===== src/rtl/alu_req_arbiter.sv =====
// Two-requester round-robin arbiter in front of a small shared 3-bit ALU.
// One operation at a time: IDLE -> EXEC (L cycles) -> DONE (one-cycle done pulse) -> IDLE.
// DIV/MOD run as a 3-step restoring divider, one quotient bit per cycle, MSB first.
module alu_req_arbiter #(
  parameter bit RR_INIT = 1'b0
) (
  input  logic       clk,
  input  logic       rst,
  input  logic       req0,
  input  logic       req1,
  input  logic [2:0] op0,
  input  logic [2:0] op1,
  input  logic [2:0] a0,
  input  logic [2:0] b0,
  input  logic [2:0] a1,
  input  logic [2:0] b1,
  output logic       gnt0,
  output logic       gnt1,
  output logic       done,
  output logic [4:0] result,
  output logic       err,
  output logic       busy
);

  localparam logic [1:0] S_IDLE = 2'd0;
  localparam logic [1:0] S_EXEC = 2'd1;
  localparam logic [1:0] S_DONE = 2'd2;

  localparam logic [2:0] OP_ADD = 3'b000;
  localparam logic [2:0] OP_SUB = 3'b001;
  localparam logic [2:0] OP_MUL = 3'b010;
  localparam logic [2:0] OP_DIV = 3'b011;
  localparam logic [2:0] OP_MOD = 3'b100;
  localparam logic [2:0] OP_LT  = 3'b101;
  localparam logic [2:0] OP_EQ  = 3'b110;

  typedef struct packed {
    logic [2:0] op;
    logic [2:0] a;
    logic [2:0] b;
  } alu_req_t;

  logic [1:0] state;
  logic [1:0] cnt;
  logic       last;      // index of the requester granted most recently
  alu_req_t   cap;       // operation captured at the grant edge
  logic [2:0] dvd;       // dividend bits still to be shifted in, MSB first
  logic [2:0] rem;       // partial remainder
  logic [1:0] quo;       // quotient bits produced so far

  logic       win1;
  alu_req_t   sel;
  logic [1:0] lat_m1;

  logic [3:0] rem_sh, rem_sub, rem_t;
  logic       ge;
  logic [2:0] quo_nx;
  logic [3:0] sum;
  logic [2:0] diff;
  logic [4:0] prod;
  logic [4:0] res_nx;
  logic       err_nx;

  assign busy = (state != S_IDLE);

  // Arbitration: a lone requester wins; on a tie the one not granted last wins.
  always_comb begin
    win1   = req1 & (~req0 | ~last);
    sel    = win1 ? '{op: op1, a: a1, b: b1} : '{op: op0, a: a0, b: b0};
    lat_m1 = 2'd0;
    if (sel.op == OP_MUL)                         lat_m1 = 2'd1;
    else if (sel.op == OP_DIV || sel.op == OP_MOD) lat_m1 = 2'd2;
  end

  // One restoring-division step plus the final result for every opcode.
  always_comb begin
    rem_sh  = {rem, dvd[2]};
    rem_sub = rem_sh - {1'b0, cap.b};
    ge      = (rem_sh >= {1'b0, cap.b});
    rem_t   = ge ? rem_sub : rem_sh;
    quo_nx  = {quo, ge};
    sum     = {1'b0, cap.a} + {1'b0, cap.b};
    diff    = cap.a - cap.b;
    prod    = {2'b00, cap.a} * {2'b00, cap.b};
    res_nx  = 5'd0;
    err_nx  = 1'b0;
    case (cap.op)
      OP_ADD: res_nx = {1'b0, sum};
      OP_SUB: res_nx = {2'b00, diff};
      OP_MUL: res_nx = prod;
      OP_DIV: if (cap.b == 3'd0) err_nx = 1'b1; else res_nx = {2'b00, quo_nx};
      OP_MOD: if (cap.b == 3'd0) err_nx = 1'b1; else res_nx = {1'b0, rem_t};
      OP_LT:  res_nx = {4'b0000, cap.a < cap.b};
      OP_EQ:  res_nx = {4'b0000, cap.a == cap.b};
      default: err_nx = 1'b1;
    endcase
  end

  // Control FSM, capture registers and the iterative divider datapath.
  always_ff @(posedge clk) begin
    if (rst) begin
      state  <= S_IDLE;
      gnt0   <= 1'b0;
      gnt1   <= 1'b0;
      done   <= 1'b0;
      result <= 5'd0;
      err    <= 1'b0;
      cnt    <= 2'd0;
      last   <= ~RR_INIT;
      cap    <= '0;
      dvd    <= 3'd0;
      rem    <= 3'd0;
      quo    <= 2'd0;
    end else begin
      case (state)
        S_IDLE: begin
          if (req0 | req1) begin
            gnt0  <= ~win1;
            gnt1  <= win1;
            last  <= win1;
            cap   <= sel;
            dvd   <= sel.a;
            rem   <= 3'd0;
            quo   <= 2'd0;
            cnt   <= lat_m1;
            state <= S_EXEC;
          end
        end
        S_EXEC: begin
          if (cnt == 2'd0) begin
            done   <= 1'b1;
            result <= res_nx;
            err    <= err_nx;
            state  <= S_DONE;
          end else begin
            cnt <= cnt - 2'd1;
            rem <= rem_t[2:0];
            quo <= quo_nx[1:0];
            dvd <= {dvd[1:0], 1'b0};
          end
        end
        S_DONE: begin
          done   <= 1'b0;
          gnt0   <= 1'b0;
          gnt1   <= 1'b0;
          result <= 5'd0;
          err    <= 1'b0;
          state  <= S_IDLE;
        end
        default: state <= S_IDLE;
      endcase
    end
  end

endmodule


===== config.mk =====
export PLATFORM = sky130hd
export DESIGN_NAME = alu_req_arbiter
export DESIGN_NICKNAME = d
export VERILOG_FILES = /design/src/rtl/alu_req_arbiter.sv
export SDC_FILE = /design/constraint.sdc
export NUM_CORES = 1
export LEC_CHECK = 0
export ABC_CLOCK_PERIOD_IN_PS = 4680
export CELL_PAD_IN_SITES_DETAIL_PLACEMENT = 1
export CELL_PAD_IN_SITES_GLOBAL_PLACEMENT = 2
export CORE_ASPECT_RATIO = 1.1
export CORE_MARGIN = 8
export CORE_UTILIZATION = 34
export CTS_CLUSTER_SIZE = 30
export DETAILED_ROUTE_END_ITERATION = 6
export GPL_ROUTABILITY_DRIVEN = 0
export PLACE_DENSITY = 0.84
export SLEW_MARGIN = 5
export SYNTH_ARGS = -nofsm -noshare
export SYNTH_HDL_FRONTEND = slang
export SYNTH_SLANG_ARGS = --single-unit

===== constraint.sdc =====
create_clock -name clk -period 4.68 [get_ports clk]
set_clock_uncertainty 0.15 [all_clocks]
set_input_delay 0.702 -clock clk [delete_from_list [all_inputs] [get_ports clk]]
set_output_delay 0.702 -clock clk [all_outputs]
set_load 0.005 [all_outputs]

==> impl_metrics.tcl <==
set metrics [dict create \
    outcome "complete, no violations" \
    grt_setup_unrepaired "no" \
    sequentialPowerShare_pct 33.9 \
    slew_violations 0 \
    critPathMaxStageDelay_ns 0.50 \
    ant_nets 0 \
    tightest_slew_ns 0.826 \
    p_sw_share_pct 37.2 \
    numPortBuffers 31 \
    grt_max_degree 29 \
    path_max_fanout 7 \
    cp.required_ns 4.70 \
    cpMaxStageDelayCell "fa_1" \
    dieHeight_um 97.0 \
    hold_viol_final 0 \
    clock_power_share_pct 26.8 \
    synth_cell_types 60 \
    yosysWarnings 0 \
    grt_pass1_wl_mm 9.51 \
    fmax_ghz 0.374 \
    cts_num_sinks 31 \
    hold_buffers 0 \
    cts_tree "yes" \
    synthCells 239 \
    syn_avg_cell_area_um2 8.49 \
    setup_viol 0 \
    wl_met3_um 230 \
    period_minus_slack_ns 2.68 \
    cts_root_buffer "clkbuf_8" \
    dieArea_um2 8700 \
    ios 32 \
    clkLatencyLatePin_ns 0.29 \
    syn_to_final_growth_pct 23.6 \
    drc_errors 0 \
    place_area_um2 2390 \
    syn-cell-area_um2 2030 \
    end_kind "register" \
    post_cts_buffers 0 \
    synth-seq-area-share_pct 30.6 \
    nNetsFinal 307 \
    drt-met1-wl_mm 2.65 \
    crit_buf_inv 2 \
    dr.first_iter.drc_count 110 \
    path_clk_slew_ns 0.07 \
    final_area_um2 2510 \
    drt-wirelength-per-cell_um 16.1 \
    yosys.area.top_type_share_pct 30.6 \
    wl_mm 5.57 \
    clock_path_buffers 2 \
    cp_top_family "adder cells" \
    netlist_top_cells_count "32 x nor2_1, 31 x dfxtp_1, 18 x a21oi_1" \
    dr.pass1.iters 4 \
    num_rows 29 \
    highest_layer "met4" \
    start_util_pct 35.2 \
    maxCapViolCount 0 \
    yosys.area.top_type "dfxtp_1" \
    power.density_nw_per_um2 417 \
    fin_tns_setup_ns 0 \
    syn_nets 279 \
    min_period_over_period_pct 57.2 \
    synthArstFlopShare_pct 0 \
    diodes 0 \
    dp.cells 337 \
    synthTopCellsByArea "dfxtp_1 31%, ha_1 8.0%, nor2_1 5.9%" \
    layout_setup_ws_ns 2.00 \
    ys_ff_latch 31 \
    fin_cells 345 \
    setup.worst_path.class "register to register" \
    synth_ff_type "dfxtp_1" \
    viasPerCell 5.40 \
    coreArea_um2 5770 \
    crit_path_start_kind "register" \
    htree_levels 2 \
    layout-drive-gt1-share_pct 8.21 \
    first_global_vias 1934 \
    netSwitchingPower_w 0.000389 \
    synth_most_common_cell "nor2_1" \
    grt-ovfl-total 0 \
    cts_buffers 5 \
    fp.dieW_um 89.7 \
    cp.arrival_ns 2.69 \
    p_leak_nw 0.973 \
    comb_power_share_pct 39.3 \
    wl_met2_mm 2.63 \
    synth_edf_count 0 \
    vias 1864 \
    place_ws_ns 1.80 \
    dpl.hpwl_mm 4.36 \
    relSlewSlack_pct 44.6 \
    grtUsageTotal_pct 14.0 \
    p_int_w 0.000657 \
    hp-class "register to register" \
    peakVddDrop_mv 0.169 \
    cts_resized 0 \
    grt_antenna_before_repair 0 \
    crit_chain "ha_1 -> inv_1 -> fa_1 -> inv_1 -> ha_1 -> fa_1 -> nand2b_1 -> a41oi_1 -> o21ai_0" \
]
[metrics by stage]
stage	hold WS (ns)	utilization [%]	total power [W]
final	0.311	43.5	0.00105
after global routing	0.327	43.5	0.00112
after CTS	0.310	43.5	0.00106
after detailed placement	0.299	41.4	0.000774
after global placement	0.300	41.4	0.000768
after floorplan	0.282	-	0.000640
[state kept, by name, summed over array words and instances, names as in the netlist, 2 cells and up]
| signal | count |
|---|---|
| dvd | 3 |
| result | 5 |
| cnt | 2 |
| cap | 9 |
| rem | 3 |
| quo | 2 |
| state | 2 |
[area by class of cell]
cell class,count,area (µm²)
clock buffers,6,82.6
clock inverters,2,35.0
fillers,687,3260
inverters,15,56.3
multi-input cells,182,1300
flip-flops and latches,31,621
well taps,77,96.3
repair buffers,32,318
[cells in the final DEF, fill, tap and decap left out, types with 2 or more instances in the layout]
cell type and n:
dfxtp_1 31, o22ai_1 3, nand2b_1 4, and3_1 2, nand4_1 2, inv_1 15
nand3b_1 2, xnor2_1 3, clkbuf_8 6, o21ai_0 6, nor2_1 32, a32oi_1 2
a21oi_1 18, and2_1 3, nand2_1 15, a211oi_1 8, nor2b_1 6, o211ai_1 3
clkdlybuf4s50_1 31, mux2i_1 8, a22o_1 2, nand3_1 3, a221oi_1 2, fa_1 5
ha_1 13, nor3_1 7
[worst paths after layout]
path	slack [ns]	cells past startpoint	startpoint	to
hold reg to reg	0.31	2	dvd[1]	dvd[1]
setup reg to reg	2.00	9	cap[1]	result[3]
hold / removal	0.31	2	dvd[1]	dvd[1]
setup / recovery	2.00	9	cap[1]	result[3]
[kinds of logic after synthesis]
family | share of synthesized area [%]
AOI/OAI and AO/OA | 23.6
xor gates and xnor gates | 1.73
adders and majority gates | 12.9
buffers and inverters | 5.36
DFF | 30.6
muxes | 5.24
and+or+nand+nor | 20.5
[tightest hold or removal path, stage by stage (launching register included)]
cell     delay [ns]
dfxtp_1        0.31
nand2_1        0.05
a21oi_1        0.05
[per-layer routing]
metal,GRT usage (%),up-vias
met4,3.72,0
met3,3.72,5
met5,0,-
met2,22.3,33
li1,-,921
met1,17.7,905
[power by group through the flow]
stage | Combinational [W] | Sequential, W | Clock [W]
6_report | 0.000411 | 0.000355 | 0.000280
5_1_grt | 0.000461 | 0.000362 | 0.000298
4_1_cts | 0.000416 | 0.000355 | 0.000287
3_5_place_dp | 0.000413 | 0.000361 | 0
3_3_place_gp | 0.000407 | 0.000360 | 0
2_1_floorplan | 0.000305 | 0.000335 | 0
No activity file was read; power rests on OpenSTA's default activity.
